--- src/rtl/conv_pkg.sv ---
// Shared types, widths and helpers for the kernel convolver.
// CONV_CHROMA_KEEP_EN selects chroma pass-through in kernel_convolver.
package conv_pkg;

  typedef enum logic [1:0] {IDLE, FETCH, WRITE, DONE} state_e;

  localparam int unsigned COEF_W = 8;
  localparam int unsigned PIX_W  = 10;
  localparam logic [PIX_W-1:0] CHROMA_NEUTRAL = 10'd512;

  // Ceiling log2 for elaboration-time widths.
  function automatic int unsigned clog2(input int unsigned v);
    int unsigned r;
    r = 0;
    while ((32'd1 << r) < v) r = r + 32'd1;
    return r;
  endfunction

endpackage

--- src/rtl/conv_tap_addr.sv ---
// Clamped (edge-replicate) read-address generator for one kernel tap.
// Address is registered; it only updates when en_i is high.
module conv_tap_addr import conv_pkg::*; #(
  parameter int unsigned WIDTH  = 640,
  parameter int unsigned HEIGHT = 480,
  parameter int unsigned XW     = 10,
  parameter int unsigned YW     = 9,
  parameter int unsigned TAPS   = 5
) (
  input  logic                     clk,
  input  logic                     reset,
  input  logic                     en_i,
  input  logic [XW-1:0]            x_i,
  input  logic [YW-1:0]            y_i,
  input  logic [clog2(TAPS)-1:0]   tap_i,
  input  logic                     mode_i,
  output logic [XW+YW-1:0]         read_addr_o
);

  localparam int unsigned SW = ((XW > YW) ? XW : YW) + 2;

  logic signed [SW-1:0] off_c, cx_c, cy_c;
  logic [XW-1:0]        ax_c;
  logic [YW-1:0]        ay_c;
  logic [XW+YW-1:0]     read_addr_q;

  // Signed offset applied along the selected axis, then clamped into the frame.
  always_comb begin
    off_c = $signed(SW'(tap_i)) - $signed(SW'(TAPS / 2));
    cx_c  = $signed(SW'(x_i));
    cy_c  = $signed(SW'(y_i));
    if (mode_i) cy_c = cy_c + off_c;
    else        cx_c = cx_c + off_c;

    if (cx_c[SW-1])                           ax_c = '0;
    else if (cx_c > $signed(SW'(WIDTH - 1)))  ax_c = XW'(WIDTH - 1);
    else                                      ax_c = XW'(cx_c);

    if (cy_c[SW-1])                           ay_c = '0;
    else if (cy_c > $signed(SW'(HEIGHT - 1))) ay_c = YW'(HEIGHT - 1);
    else                                      ay_c = YW'(cy_c);
  end

  always_ff @(posedge clk or posedge reset) begin
    if (reset)     read_addr_q <= '0;
    else if (en_i) read_addr_q <= {ay_c, ax_c};
  end

  assign read_addr_o = read_addr_q;

endmodule

--- src/rtl/kernel_convolver.sv ---
// 1-D separable luma convolver with clamped borders over a raster-scanned frame.
// Define CONV_CHROMA_KEEP_EN to pass the centre pixel's Cr/Cb through; otherwise output is grayscale.
module kernel_convolver import conv_pkg::*; #(
  parameter int unsigned WIDTH      = 640,
  parameter int unsigned HEIGHT     = 480,
  parameter int unsigned XW         = 10,
  parameter int unsigned YW         = 9,
  parameter int unsigned TAPS       = 5,
  parameter int unsigned COEF_SHIFT = 8,
  parameter int unsigned READ_LAT   = 2
) (
  input  logic                     clk,
  input  logic                     reset,
  input  logic                     start,
  input  logic                     mode,
  input  logic [TAPS*COEF_W-1:0]   coef,
  output logic                     busy,
  output logic                     done,
  output logic [XW+YW-1:0]         read_addr,
  input  logic [35:0]              read_data,
  output logic [XW+YW-1:0]         write_addr,
  output logic [35:0]              write_data,
  output logic                     write_en
);

  localparam int unsigned TW       = clog2(TAPS);
  localparam int unsigned CNT_W    = clog2(TAPS + READ_LAT);
  localparam int unsigned ACC_W    = PIX_W + COEF_W + clog2(TAPS);
  localparam int unsigned PROD_W   = PIX_W + COEF_W;
  localparam int unsigned RW       = ACC_W + 1;
  localparam int unsigned AW       = XW + YW;
  localparam int unsigned RND_HALF = 1 << (COEF_SHIFT - 1);
  localparam logic [CNT_W-1:0] CNT_LAST = CNT_W'(TAPS + READ_LAT - 1);
  localparam logic [CNT_W-1:0] CNT_TAPS = CNT_W'(TAPS);
  localparam logic [PIX_W-1:0] PIX_SAT  = '1;

  state_e                    state_q, state_d;
  logic [CNT_W-1:0]          cnt_q, cnt_d;
  logic [XW-1:0]             x_q, x_d;
  logic [YW-1:0]             y_q, y_d;
  logic                      mode_q, mode_d;
  logic [TAPS*COEF_W-1:0]    coef_q, coef_d;
  logic [ACC_W-1:0]          acc_q, acc_d, acc_mac;
  logic [READ_LAT-1:0]       dl_vld_q;
  logic [TW-1:0]             dl_idx_q [READ_LAT];
  logic                      busy_q, busy_d, done_q, done_d, wen_q, wen_d;
  logic [AW-1:0]             waddr_q, waddr_d;
  logic [35:0]               wdata_q, wdata_d;
  logic                      issue_now, issue_d, last_px;
  logic [COEF_W-1:0]         tap_coef;
  logic [PROD_W-1:0]         prod;
  logic [RW-1:0]             rnd, rnd_sh;
  logic [PIX_W-1:0]          y_out, cr_out, cb_out;
  logic                      unused_rd;

`ifdef CONV_CHROMA_KEEP_EN
  logic [PIX_W-1:0]          cr_q, cr_d, cb_q, cb_d;
  assign unused_rd = ^read_data[35:30];
`else
  assign unused_rd = ^{read_data[35:30], read_data[19:0]};
`endif

  assign issue_now = (state_q == FETCH) && (cnt_q < CNT_TAPS);
  assign last_px   = (x_q == XW'(WIDTH - 1)) && (y_q == YW'(HEIGHT - 1));

  // MAC on the tap whose read data arrives this cycle, plus round/saturate.
  always_comb begin
    tap_coef = coef_q[COEF_W*dl_idx_q[READ_LAT-1] +: COEF_W];
    prod     = PROD_W'(tap_coef) * PROD_W'(read_data[29:20]);
    acc_mac  = dl_vld_q[READ_LAT-1] ? acc_q + ACC_W'(prod) : acc_q;
    rnd      = RW'(acc_mac) + RW'(RND_HALF);
    rnd_sh   = rnd >> COEF_SHIFT;
    y_out    = (rnd_sh > RW'(PIX_SAT)) ? PIX_SAT : PIX_W'(rnd_sh);
  end

  // Next-state and datapath update.
  always_comb begin
    state_d = state_q;
    cnt_d   = cnt_q;
    x_d     = x_q;
    y_d     = y_q;
    mode_d  = mode_q;
    coef_d  = coef_q;
    acc_d   = acc_mac;
    done_d  = 1'b0;
    wen_d   = 1'b0;
    waddr_d = waddr_q;
    wdata_d = wdata_q;
`ifdef CONV_CHROMA_KEEP_EN
    cr_d = cr_q;
    cb_d = cb_q;
    if (dl_vld_q[READ_LAT-1] && (dl_idx_q[READ_LAT-1] == TW'(TAPS / 2))) begin
      cr_d = read_data[19:10];
      cb_d = read_data[9:0];
    end
    cr_out = cr_d;
    cb_out = cb_d;
`else
    cr_out = CHROMA_NEUTRAL;
    cb_out = CHROMA_NEUTRAL;
`endif

    case (state_q)
      IDLE, DONE: begin
        if (state_q == DONE) state_d = IDLE;
        if (start) begin
          state_d = FETCH;
          mode_d  = mode;
          coef_d  = coef;
          x_d     = '0;
          y_d     = '0;
          cnt_d   = '0;
          acc_d   = '0;
        end
      end
      FETCH: begin
        if (cnt_q == CNT_LAST) begin
          state_d = WRITE;
          cnt_d   = '0;
          wen_d   = 1'b1;
          waddr_d = {y_q, x_q};
          wdata_d = {6'b0, y_out, cr_out, cb_out};
        end else begin
          cnt_d = cnt_q + CNT_W'(1);
        end
      end
      WRITE: begin
        acc_d = '0;
        if (last_px) begin
          state_d = DONE;
          done_d  = 1'b1;
        end else begin
          state_d = FETCH;
          if (x_q == XW'(WIDTH - 1)) begin
            x_d = '0;
            y_d = y_q + YW'(1);
          end else begin
            x_d = x_q + XW'(1);
          end
        end
      end
      default: state_d = IDLE;
    endcase

    busy_d  = (state_d == FETCH) || (state_d == WRITE);
    issue_d = (state_d == FETCH) && (cnt_d < CNT_TAPS);
  end

  always_ff @(posedge clk or posedge reset) begin
    if (reset) begin
      state_q  <= IDLE;
      cnt_q    <= '0;
      x_q      <= '0;
      y_q      <= '0;
      mode_q   <= 1'b0;
      coef_q   <= '0;
      acc_q    <= '0;
      dl_vld_q <= '0;
      for (int i = 0; i < int'(READ_LAT); i++) dl_idx_q[i] <= '0;
      busy_q   <= 1'b0;
      done_q   <= 1'b0;
      wen_q    <= 1'b0;
      waddr_q  <= '0;
      wdata_q  <= '0;
`ifdef CONV_CHROMA_KEEP_EN
      cr_q     <= '0;
      cb_q     <= '0;
`endif
    end else begin
      state_q     <= state_d;
      cnt_q       <= cnt_d;
      x_q         <= x_d;
      y_q         <= y_d;
      mode_q      <= mode_d;
      coef_q      <= coef_d;
      acc_q       <= acc_d;
      // Tap-index delay line matches each read with its coefficient READ_LAT cycles later.
      dl_vld_q[0] <= issue_now;
      dl_idx_q[0] <= issue_now ? TW'(cnt_q) : '0;
      for (int i = 1; i < int'(READ_LAT); i++) begin
        dl_vld_q[i] <= dl_vld_q[i-1];
        dl_idx_q[i] <= dl_idx_q[i-1];
      end
      busy_q      <= busy_d;
      done_q      <= done_d;
      wen_q       <= wen_d;
      waddr_q     <= waddr_d;
      wdata_q     <= wdata_d;
`ifdef CONV_CHROMA_KEEP_EN
      cr_q        <= cr_d;
      cb_q        <= cb_d;
`endif
    end
  end

  conv_tap_addr #(
    .WIDTH (WIDTH),
    .HEIGHT(HEIGHT),
    .XW    (XW),
    .YW    (YW),
    .TAPS  (TAPS)
  ) u_tap_addr (
    .clk        (clk),
    .reset      (reset),
    .en_i       (issue_d),
    .x_i        (x_d),
    .y_i        (y_d),
    .tap_i      (TW'(cnt_d)),
    .mode_i     (mode_d),
    .read_addr_o(read_addr)
  );

  assign busy       = busy_q;
  assign done       = done_q;
  assign write_en   = wen_q;
  assign write_addr = waddr_q;
  assign write_data = wdata_q;

endmodule

--- config.mk ---
export PLATFORM = sky130hd
export DESIGN_NAME = kernel_convolver
export DESIGN_NICKNAME = d
export VERILOG_FILES = /design/src/rtl/conv_pkg.sv /design/src/rtl/conv_tap_addr.sv /design/src/rtl/kernel_convolver.sv
export SDC_FILE = /design/constraint.sdc
export NUM_CORES = 1
export LEC_CHECK = 0
export BUFFER_PORTS_ARGS = -buffer_cell sky130_fd_sc_hd__buf_4
export CAP_MARGIN = 20
export CORE_ASPECT_RATIO = 0.6
export CORE_MARGIN = 8
export CORE_UTILIZATION = 59
export CTS_CLUSTER_SIZE = 25
export DETAILED_ROUTE_END_ITERATION = 8
export PLACE_DENSITY = 0.81
export SLEW_MARGIN = 5
export SYNTH_ARGS = -nofsm -noshare
export SYNTH_HDL_FRONTEND = slang
export SYNTH_SLANG_ARGS = --single-unit
--- constraint.sdc ---
create_clock -name clk -period 7.8 [get_ports clk]
set_input_delay 0.78 -clock clk [delete_from_list [all_inputs] [get_ports clk]]
set_output_delay 0.78 -clock clk [all_outputs]
set_load 0.03 [all_outputs]
---- Word-level counts from Yosys, hierarchy flattened ----
Index checks and enable logic that the tools add are counted.
operators by class
  $add $sub $neg .......................... 8
  $mul .................................... 1
  $lt $le $gt $ge ......................... 5
  eq/ne operators ......................... 8
  shift operators ......................... 1
  muxes and demuxes ....................... 33
  reductions and logical operators ........ 8
operators with widths
  cell                   number
  $mux 10                6
  $mux 9                 5
  $mux 21                2
  $pmux 21 s2            1
  $shiftx 40x7->8        1
  $mux 12                2
  $add 21x8->22 const B  1
  $add 21x18->21         1
  $pmux 10 s2            1
  $mul 8x10->18          1
  $pmux 9 s2             1
  $gt 14x10->1 const B   1
  $add 10x12->12         1
  $add 11x12->12         1
  $gt 12x10->1 const B   1
  $gt 12x11->1 const B   1
  $add 10x1->10 const B  1
  $eq 10x10->1 const B   1
  $add 9x1->9 const B    1
  $eq 9x9->1 const B     1
  $mux 3                 3
  $mux 2                 4
  $eq 2x2->1 const B     3
  $lt 3x3->1 const B     2
  12 further kinds       21
storage, ports and cells
  bits in registers ....................... 147
  bits of input ports ..................... 80
  output and inout port bits .............. 77
  logic and storage cells ................. 80

---- Longest topological paths before layout ----
  depth in word-level cells ............... 9
  mapped depth ............................ 26

---- Hierarchy ----
From an unflattened synthesis, not the netlist that was laid out.
unflattened totals
  cell total of the unflattened synthesis .. 1281
  area, all modules ....................... 11686.2 um^2
by module, submodules not included
  module            instances  cells each  area an instance (um^2)  sequential area each (um^2)
  kernel_convolver  1          964         9327.7                   3178.0
  conv_tap_addr     1          317         2358.5                   475.5

---- Worst setup path after synthesis ----
No wires, ideal clock.
  path kind ............................... register -> register
  start point ............................. register dl_idx_q[0] (netlist name)
  end point ............................... register wdata_q[20], in the netlist write_data[20]
  library setup time ...................... 148 ps
  data arrival time ....................... 6268 ps
  required time ........................... 7652 ps
  path slack .............................. 1383 ps
  cell stages (with the launch flop) ...... 21
  path buffers ............................ 1
  path through ............................ dfrtp_1 > clkbuf_1 > mux4_2 > nor2b_1 > a31oi_1 > nor2b_1 > fa_1 > fa_1 > fa_1 > inv_1 > fa_1 > inv_1 > ha_1 > a21oi_1 > nand2_1 > o2111a_1 > a211oi_1 > nand4_1 > nor4_2 > mux2i_1 > a31oi_1
on the way
  cells in the longest elaborated chain, start to end .. 7
ends and longest elaborated chain
  item                              line                     RTL
  start: declaration                kernel_convolver.sv:45   logic [TW-1:0] dl_idx_q [READ_LAT];
  start signal: indexed assignment  kernel_convolver.sv:182  dl_idx_q[i] <= dl_idx_q[i-1];
  $shiftx 40x7->8 *                 kernel_convolver.sv:68   tap_coef = coef_q[COEF_W*dl_idx_q[READ_LAT-1] +: COEF_W];
  $mul 8x10->18 *                   kernel_convolver.sv:69   prod = PROD_W'(tap_coef) * PROD_W'(read_data[29:20]);
  $add 21x18->21 *                  kernel_convolver.sv:70   acc_mac = dl_vld_q[READ_LAT-1] ? acc_q + ACC_W'(prod) : acc_q;
  $mux 21 *                         kernel_convolver.sv:70
  $add 21x8->22 *                   kernel_convolver.sv:71   rnd = RW'(acc_mac) + RW'(RND_HALF);
  $gt 14x10->1                      kernel_convolver.sv:73   y_out = (rnd_sh > RW'(PIX_SAT)) ? PIX_SAT : PIX_W'(rnd_sh);
  $mux 10 *                         kernel_convolver.sv:73
  end signal: assignment            kernel_convolver.sv:188  wdata_q <= wdata_d;
  end: declaration                  kernel_convolver.sv:48   logic [35:0] wdata_q, wdata_d;
Every way passes the cells marked *; elsewhere a longest branch is shown, timed or not.
A chain may end at the register's enable or synchronous reset.

---- Worst setup path in the final report ----
  start point ............................. register dl_idx_q[2] (netlist name)
  end point ............................... register wdata_q[27], in the netlist write_data[27]
The elaborated chain is that of the path after synthesis.

==> qor.txt <==
Routed WL = 28,200 um
Top FF cell, synth = dfrtp_1
Post_cts resized = 0
Peak per-stage delay on the critical path = 0.72 ns
Starting density of the core = 60.0%
Startpoint class of the critical path = register
Postcts setup bufs = 0
Via density per instance = 5.85
Clock sink count = 146
Ys Warns = 0
Max_cap viols = 0
Met3 WL = 2150 um
Crit. Startpoint = dl_idx_q[2]
CP Class = reg2reg
Status = finished, final reports clean
Reg2reg start = dl_idx_q[2]
Initial antenna violation count = 0
Critical Path RT = 8.07 ns
Buffers added on ports = 106
Ranking of synthesized cells by area = dfrtp_1 (32%), fa_1 (12%), ha_1 (8.0%)
Setup Skew = 0.0142 ns
RSZ-0062 raised after global routing = false
First-pass GRT wire length = 46,600 um
Antenna viol nets, final = 0
Routed met2 length = 11,900 um
CP arrival = 7.42 ns
CP Cell Sequence = nor2b_1 > a21oi_1 > o22ai_1 > and2_1 > fa_1 > fa_1 > fa_1 > inv_1 > fa_1 > inv_1 > ha_1 > a21oi_1 > nand2_1 > o2111a_1 > a211oi_1 > nand4_1 > nor4_2 > mux2i_1 > buf_4 > a31oi_1
IO Count = 157
CP endpoint kind = register
Top layer in use = met4
Clock transition at path regs = 0.07 ns
# DRC = 0
Final setup vio count = 0
Routed wire per std cell = 18.0 um
Netlist cell types = 88
Critical path endpoint = write_data[27]
Chip width = 195 um
Critical-path top delay cell = o22ai_1
TritonCTS clock tree = yes
Most Frequent Cell on Critical Path = fa_1
Layout area overhead = 14.0%
Die area = 0.0241 sq mm
Grt ovf = 0
Min-Delay Startpoint = dl_idx_q[3]
Clock period minus worst slack = 7.15 ns
CP max FO = 11
Vias in the first global route = 9,137
Pin count of the biggest net entering global routing = 82
Hold buffer count at cts = 0
Num CTS Buffers = 17
Normalized max-slew margin = 30.9%
Pins Over Slew Limit = 0
Reg2reg end = write_data[27]
Setup TNS = 0 ns
Yosys top cell area share = 32.2%
Core footprint = 0.0189 sq mm
Filler cells = 1,498
Initial drt markers = 855
Area leader, netlist = dfrtp_1
Wire length on met1 = 13,900 um
Slew @ Worst Pin = 1.03 ns
Row count = 39
Clk Latency, worst-skew pair = 0.43 ns
Ant diodes = 0
Post-synth EDFFs = 0
Cell area after synthesis = 0.0114 sq mm
Worst-case reg-to-reg path depth = 20
First-pass DRT Iterations = 8
Synth Register Bits = 146
Crit share post-route = 91.6%
CTS Buffer Depth = 2
Root Buffer = clkbuf_16
Post-layout nets = 1,529
Synthesized instance count = 1,204
Share of cells above drive strength 1 = 17.3%
Hold Path Class = reg2reg
Mapped Avg Cell Area = 9.44 sq um
Asr flop ratio synth = 100%
DR vias = 9,160
HPWL Detailed = 21,800 um
Final Hold Viols = 0
H-tree levels = 4
Total GRT Usage = 23.9%
R2R Setup Slk = 0.65 ns
Seq/Total Area, Yosys = 32.2%
Chip height = 123 um
RD Place Congestion = 0.898
Maximum clock rate = 140 MHz
flip-flops by register name, indices dropped and copies added (netlist names), 2 cells and up:
signal,flops
dl_vld_q,2
dl_idx_q,6
acc_q,21
x_q,10
y_q,9
write_addr,19
coef_q,40
u_tap_addr.read_addr_o,19
cnt_q,3
write_data,11
state_q,2
layout make-up:
cell class	count	area, sq um	share of cell area (%)
Clock buffer	17	425	3.28
Clock inverter	13	160	1.24
Multi-Input combinational cell	882	6940	53.6
Tap cell	246	308	2.38
Timing Repair Buffer	121	928	7.17
Sequential cell	146	3650	28.2
Inverter	142	538	4.15
cell usage after synthesis (22+ instances only):
master,n
inv_1,140
dfrtp_1,146
o21ai_0,46
a31oi_1,23
mux2i_1,32
nor2_1,71
nand3_1,22
ha_1,73
buf_4,26
a21oi_1,46
nand2_1,136
mux2_2,46
fa_1,66
and2_1,50
cell families after synthesis:
kind of cell / count (synthesis) / share of synthesized area [%]
other: 1 / 0.0330
adder cells (fa/ha/maj): 139 / 19.7
AO/OA/AOI/OAI: 241 / 14.7
XOR/XNOR: 23 / 1.77
flip-flops: 146 / 32.2
buffers and inverters: 199 / 7.54
multiplexers: 79 / 7.58
AND/OR/NAND/NOR: 376 / 16.6
worst min-delay path by stage:
stage,to,slack (ns),cells past startpoint
global route,dl_vld_q[1],0.36,0
floorplan,dl_idx_q[0],0.33,0
finish,dl_idx_q[0],0.34,0
CTS,dl_idx_q[0],0.34,0
global placement,dl_vld_q[1],0.33,0
detailed placement,dl_vld_q[1],0.33,0
critical path: cells and delay by family (launching register included):
kind | cells | cell delay, ns
compound gates | 6 | 1.86
simple gates | 5 | 1.65
flops | 1 | 0.59
mux | 1 | 0.22
fa+ha+maj | 5 | 2.37
buf+inv | 3 | 0.30
per-stage QoR:
step	hold slack (ns)	utilization, %	cell area, sq um	worst slack (ns)	instances
CTS	0.345	68.3	12900	0.785	1566
finish	0.339	68.4	13000	0.654	1567
floorplan	0.331	-	11400	1.38	1227
global placement	0.333	65.2	12300	1.02	1536
global route	0.358	68.4	13000	0.313	1567
detailed placement	0.335	65.2	12300	0.819	1536
metal layers:
metal | GRT usage [%] | vias to the layer above
li1 | - | 4295
met1 | 35.8 | 4503
met2 | 35.1 | 343
met3 | 5.76 | 19
met4 | 4.76 | 0
met5 | 0 | -
cells in the final DEF, fill, tap and decap left out, types with 18 or more instances in the layout:
cell,count
buf_4,120
a21oi_1,46
a31oi_1,23
dfrtp_1,146
nand2b_1,18
mux2_2,46
inv_1,139
xnor2_1,18
and2_1,50
conb_1,24
fa_1,66
mux2i_1,31
ha_1,73
o21ai_0,46
nor2_1,71
nand3_1,22
nand2_1,135
Power is not shown: default switching activity piles up to over one toggle a cycle in this logic, so the estimate is an artifact.
